`src/rtl/vga_scanout_pkg.sv`:
```
// Shared 640x480@60 timing constants and control-bundle type for the scanout path and
// graphics_processor.
package vga_scanout_pkg;

  localparam int unsigned HVisible    = 640;
  localparam int unsigned HFrontPorch = 16;
  localparam int unsigned HSyncWidth  = 96;
  localparam int unsigned HBackPorch  = 48;
  localparam int unsigned HTotal      = HVisible + HFrontPorch + HSyncWidth + HBackPorch;

  localparam int unsigned VVisible    = 480;
  localparam int unsigned VFrontPorch = 10;
  localparam int unsigned VSyncWidth  = 2;
  localparam int unsigned VBackPorch  = 33;
  localparam int unsigned VTotal      = VVisible + VFrontPorch + VSyncWidth + VBackPorch;

  localparam int unsigned AddrW  = 19;
  localparam int unsigned ColorW = 12;

  typedef struct packed {
    logic hsync;
    logic vsync;
    logic de;
    logic vblank;
    logic frame_start;
  } vga_ctrl_t;

  localparam vga_ctrl_t CtrlIdle = '{
    hsync:       1'b1,
    vsync:       1'b1,
    de:          1'b0,
    vblank:      1'b0,
    frame_start: 1'b0
  };

endpackage

```
`src/rtl/vga_timing.sv`:
```
// Free-running h/v raster counters with raw (undelayed) sync, display-enable, vblank and
// frame-start decode. Counters sit at (0,0) while en is low.
module vga_timing
  import vga_scanout_pkg::*;
#(
  parameter int unsigned H_VISIBLE = HVisible,
  parameter int unsigned V_VISIBLE = VVisible
) (
  input  logic      clk,
  input  logic      rst_n,
  input  logic      en,
  output vga_ctrl_t ctrl
);

  // Porch and sync widths are fixed; only the visible area scales.
  localparam int unsigned HTot = H_VISIBLE + HFrontPorch + HSyncWidth + HBackPorch;
  localparam int unsigned VTot = V_VISIBLE + VFrontPorch + VSyncWidth + VBackPorch;
  localparam int unsigned HW   = $clog2(HTot);
  localparam int unsigned VW   = $clog2(VTot);

  localparam logic [HW-1:0] HLast      = HW'(HTot - 1);
  localparam logic [HW-1:0] HVisEnd    = HW'(H_VISIBLE);
  localparam logic [HW-1:0] HSyncStart = HW'(H_VISIBLE + HFrontPorch);
  localparam logic [HW-1:0] HSyncEnd   = HW'(H_VISIBLE + HFrontPorch + HSyncWidth);
  localparam logic [VW-1:0] VLast      = VW'(VTot - 1);
  localparam logic [VW-1:0] VVisEnd    = VW'(V_VISIBLE);
  localparam logic [VW-1:0] VSyncStart = VW'(V_VISIBLE + VFrontPorch);
  localparam logic [VW-1:0] VSyncEnd   = VW'(V_VISIBLE + VFrontPorch + VSyncWidth);

  logic [HW-1:0] h_q, h_d;
  logic [VW-1:0] v_q, v_d;

  always_comb begin
    h_d = h_q + HW'(1);
    v_d = v_q;
    if (h_q == HLast) begin
      h_d = '0;
      v_d = (v_q == VLast) ? '0 : v_q + VW'(1);
    end
    if (!en) begin
      h_d = '0;
      v_d = '0;
    end
  end

  always_ff @(posedge clk) begin
    if (!rst_n) begin
      h_q <= '0;
      v_q <= '0;
    end else begin
      h_q <= h_d;
      v_q <= v_d;
    end
  end

  always_comb begin
    ctrl = CtrlIdle;
    if (en) begin
      ctrl.de          = (h_q < HVisEnd) && (v_q < VVisEnd);
      ctrl.hsync       = !((h_q >= HSyncStart) && (h_q < HSyncEnd));
      ctrl.vsync       = !((v_q >= VSyncStart) && (v_q < VSyncEnd));
      ctrl.vblank      = (v_q >= VVisEnd);
      ctrl.frame_start = (h_q == '0) && (v_q == '0);
    end
  end

endmodule

```
`src/rtl/vga_scanout.sv`:
```
// VGA scanout: linear VRAM address counter plus a three-stage alignment pipeline so that
// rgb and all control outputs describe the same raster position.
module vga_scanout
  import vga_scanout_pkg::*;
#(
  parameter int unsigned H_VISIBLE = HVisible,
  parameter int unsigned V_VISIBLE = VVisible
) (
  input  logic              clk,
  input  logic              rst_n,
  input  logic              en,
  output logic [AddrW-1:0]  vram_raddr,
  input  logic [ColorW-1:0] vram_rdata,
  output logic [ColorW-1:0] rgb,
  output logic              hsync,
  output logic              vsync,
  output logic              de,
  output logic              vblank,
  output logic              frame_start
);

  localparam logic [AddrW-1:0] AddrLast = AddrW'(H_VISIBLE * V_VISIBLE - 1);

  vga_ctrl_t         ctrl_raw;
  vga_ctrl_t         ctrl_s1_q, ctrl_s2_q, ctrl_s3_q;
  logic [AddrW-1:0]  pix_addr_q, pix_addr_d;
  logic [AddrW-1:0]  raddr_q, raddr_d;
  logic [ColorW-1:0] rgb_q, rgb_d;

  vga_timing #(
    .H_VISIBLE(H_VISIBLE),
    .V_VISIBLE(V_VISIBLE)
  ) u_timing (
    .clk  (clk),
    .rst_n(rst_n),
    .en   (en),
    .ctrl (ctrl_raw)
  );

  // Address advances only on visible pixels, so it wraps to 0 exactly at the frame end
  // and the issued address holds through blanking.
  always_comb begin
    pix_addr_d = pix_addr_q;
    raddr_d    = raddr_q;
    if (ctrl_raw.de) begin
      raddr_d    = pix_addr_q;
      pix_addr_d = (pix_addr_q == AddrLast) ? '0 : pix_addr_q + AddrW'(1);
    end
    rgb_d = ctrl_s2_q.de ? vram_rdata : '0;
  end

  // Disable flushes the pipeline rather than draining it.
  always_ff @(posedge clk) begin
    if (!rst_n || !en) begin
      pix_addr_q <= '0;
      raddr_q    <= '0;
      ctrl_s1_q  <= CtrlIdle;
      ctrl_s2_q  <= CtrlIdle;
      ctrl_s3_q  <= CtrlIdle;
      rgb_q      <= '0;
    end else begin
      pix_addr_q <= pix_addr_d;
      raddr_q    <= raddr_d;
      ctrl_s1_q  <= ctrl_raw;
      ctrl_s2_q  <= ctrl_s1_q;
      ctrl_s3_q  <= ctrl_s2_q;
      rgb_q      <= rgb_d;
    end
  end

  assign vram_raddr  = raddr_q;
  assign rgb         = rgb_q;
  assign hsync       = ctrl_s3_q.hsync;
  assign vsync       = ctrl_s3_q.vsync;
  assign de          = ctrl_s3_q.de;
  assign vblank      = ctrl_s3_q.vblank;
  assign frame_start = ctrl_s3_q.frame_start;

endmodule

```
`config.mk`:
```
export PLATFORM = sky130hd
export DESIGN_NAME = vga_scanout
export DESIGN_NICKNAME = d
export VERILOG_FILES = /design/src/rtl/vga_scanout_pkg.sv /design/src/rtl/vga_timing.sv /design/src/rtl/vga_scanout.sv
export SDC_FILE = /design/constraint.sdc
export NUM_CORES = 1
export LEC_CHECK = 0
export ABC_CLOCK_PERIOD_IN_PS = 3520
export BUFFER_PORTS_ARGS = -buffer_cell sky130_fd_sc_hd__buf_2
export CORE_AREA = 2 2 91 93
export CTS_CLUSTER_DIAMETER = 120
export DETAILED_ROUTE_END_ITERATION = 16
export DIE_AREA = 0 0 93 95
export GPL_TIMING_DRIVEN = 0
export SYNTH_ARGS = -nofsm -noshare
export SYNTH_HDL_FRONTEND = slang
export SYNTH_HIERARCHICAL = 1
export SYNTH_SLANG_ARGS = --single-unit
```
`constraint.sdc`:
```
create_clock -name clk -period 3.52 [get_ports clk]
set_input_delay 1.056 -clock clk [delete_from_list [all_inputs] [get_ports clk]]
set_output_delay 1.056 -clock clk [all_outputs]
set_load 0.005 [all_outputs]
```
==> impl_metrics.tcl <==
set metrics [dict create \
    post_cts_resize_count 0 \
    path_cells "buf_2 > nand2b_1 > nor4_1 > buf_2 > nand4_1 > or2_2 > o21ai_1 > buf_2 > nor2_1" \
    power_density_nw_per_um2 431 \
    yosysWarnings 6 \
    dp_cells 521 \
    vias 2629 \
    grt_start_max_net_pins 15 \
    tightestPinTransition_ps 741 \
    synthMuxAreaShare_pct 5.84 \
    yosys_most_used_dff "sky130_fd_sc_hd__dfxtp_1" \
    top_cell_by_count_worst_path "sky130_fd_sc_hd__buf_2" \
    synth_area_per_cell_um2 9.36 \
    maximum_ir_drop_on_the_vdd_rail_mv 0.232 \
    floorplan.initialDensity_pct 43.2 \
    criticalPathCategory "in -> reg" \
    post-cts-setup-buffers 0 \
    proportion_of_synthesized_chip_area_in_sequential_cells_pct 49.7 \
    num-nets-final 448 \
    final_min_period_over_clock_period_pct 90.0 \
    timing.setup.tns_ps 0 \
    grt_pass1_wl_um 11100 \
    path_max_fanout 10 \
    syn-cell-area_um2 3430 \
    cp-startpoint "en" \
    ios 51 \
    slew_viol_final 0 \
    detailed_place_hpwl_um 4660 \
    track_usage_pct 15.8 \
    max_freq_mhz 316 \
    post-route-util_pct 50.7 \
    final_layout_size_suffix_gt1_share_pct 19.0 \
    cts_tree "done" \
    synth_xor_area_share_pct 6.64 \
    post_layout_nonfiller_instances 537 \
    result_of_the_run "complete, no violations" \
    detailedPlace.worstSlack_ps 53.2 \
    worst_r2r_startpoint "u_timing/v_q[7]" \
    dr_wl_met3_um 220 \
    count_of_input_and_output_buffers 50 \
    ctsLongestPathBuffers 2 \
    multi_input_comb_area_um2 1590 \
    clock_latency_ps 350 \
    synth-edff-count 0 \
    drt-met1-wl_um 3380 \
    synth_seq_cells 85 \
    grt_setup_unrepaired "no" \
    crit_arrival_ps 3400 \
    clkSlewWorstSetupHoldPaths_ps 80 \
    h_tree_levels 3 \
    global_route.overflow_total 0 \
    floorplan.die_area_um2 8840 \
    worst_ep_required_time_ps 3750 \
    design.core.area_um2 7930 \
    routed-wl-met2_um 2940 \
    detail_route.vias_per_cell 4.90 \
    final_antenna_net_count 0 \
    finalWeightedCongestion 0.781 \
    timing.critical_path.to_type "flop" \
    totalWireLength_um 6650 \
    async_flop_share_pct 0 \
    slowest_delay_ps 430 \
    cts.sinks 85 \
    insertedDiodeCount 0 \
    synth_compound_area_share_pct 3.58 \
    routed.top_layer "met4" \
    syn_inst 366 \
    die_height_um 95 \
    timing.final.crit_period_ps 3170 \
    post_drt_wl_per_cell_um 12.4 \
    r2r_setup_slack_ps 550 \
    ff_latch_area_um2 1700 \
    hold_buffer_count_at_cts 0 \
    drt_iter0_markers 125 \
    numCtsBuffers 9 \
    timing_hold_violations_final 0 \
    fp.dieW_um 93 \
    post_synth_num_cell_types 41 \
    cp_slowest_cell "sky130_fd_sc_hd__or2_2" \
    filler_cell_count 788 \
    mostFrequentLayoutCell "sky130_fd_sc_hd__dfxtp_1" \
    synth_simple_gate_area_share_pct 28.0 \
    synthesized_area_fraction_occupied_by_adder_cells_pct 2.19 \
    drcViolationCount 0 \
    synth_top_family_by_area "simple AND/OR/NAND/NOR gates" \
    min-delay-path-class "reg -> reg" \
    clock-root-buffer "sky130_fd_sc_hd__clkbuf_8" \
    leakagePower_nw 1.60 \
    finalSetupViolCount 0 \
    timing.critical_path.from_type "input port" \
    hold_path_startpoint "ctrl_s2_q[4]" \
    final_critical_path_setup_slack_ps 353 \
    timing.max_cap.violations 0 \
    first_global_vias 2363 \
    pre_repair_dr_iteration_count 4 \
    relSlewSlack_pct 50.6 \
    grt_antenna_before_repair 0 \
    area_growth_from_synthesis_to_layout_pct 17.3 \
    num_rows 33 \
    most_frequent_cells_in_the_layout "85 x sky130_fd_sc_hd__dfxtp_1, 56 x sky130_fd_sc_hd__buf_2, 51 x sky130_fd_sc_hd__nor2_1, 20 x sky130_fd_sc_hd__nand3_1, 20 x sky130_fd_sc_hd__mux2i_1" \
    syn_nets 387 \
    fin_worst_skew_ps 18.0 \
]
synth_stat cells, types with 9 or more instances:
cell type                 instances  area share (%)
sky130_fd_sc_hd__nand2_1         19             2.1
sky130_fd_sc_hd__nand3_1         20             2.9
sky130_fd_sc_hd__nor2_1          51             5.6
sky130_fd_sc_hd__and2_1          15             2.7
sky130_fd_sc_hd__nor3_1           9             1.3
sky130_fd_sc_hd__and3_1          11             2.0
sky130_fd_sc_hd__dfxtp_1         85              50
sky130_fd_sc_hd__nor4_1          10             1.8
sky130_fd_sc_hd__xor2_1           9             2.3
sky130_fd_sc_hd__nand4_1         13             2.4
sky130_fd_sc_hd__mux2i_1         20             5.8
sky130_fd_sc_hd__xnor2_1         17             4.3
power breakdown:
group          internal, mW  total (mW)  switching, mW
Combinational        0.0185      0.0492         0.0308
Clock                 0.371       0.716          0.344
Sequential            0.964       0.967        0.00280
worst max-delay path: cells and delay by family:
family,cells,cell delay [ps]
compound gates,1,430
buf+inv,3,730
simple gates,5,1180
registers in the layout, indices dropped and copies added, names as in the netlist:
name / cells
u_timing/h_q: 10
vram_raddr: 19
pix_addr_q: 19
rgb: 12
vblank: 1
frame_start: 1
de: 1
ctrl_s2_q: 5
u_timing/v_q: 10
vsync: 1
hsync: 1
ctrl_s1_q: 5
per-layer routing:
metal  GRT usage [%]  up-vias
met5               0        -
met4            6.62        0
met3            3.67        7
met2            24.5       36
met1            21.2     1211
li1                -     1375
final timing paths:
kind | endpoint | cells after the start
hold / removal | hsync | 1
setup / recovery | pix_addr_q[3] | 9
setup reg to reg | pix_addr_q[3] | 9
hold reg to reg | hsync | 1
kinds of logic (layout without fill, tap and decap cells):
group | count (synthesis) | after routing
buf+inv | 27 | 93
compound gates | 21 | 21
flops | 85 | 85
xor+xnor | 26 | 26
mux | 20 | 20
fa+ha+maj | 6 | 6
simple gates | 181 | 181
final cells by class:
cell class,instances,share of cell area [%]
flip-flops and latches,85,42.3
multi-input cells,254,39.5
clock inverters,4,1.37
clock buffers,12,3.86
well taps,105,3.27
inverters,8,0.747
plain buffers,19,2.71
repair buffers,50,6.23
metrics by stage:
step                      hold slack [ps]  power (mW)  area [um2]
final                                 412        1.73        4020
after floorplan                       386        1.02        3430
after detailed placement              396        1.04        3810
after global placement                392        1.04        3810
after CTS                             415        1.75        4020
after global routing                  427        1.80        4020
Note: power is estimated with default switching activity, not from simulation.
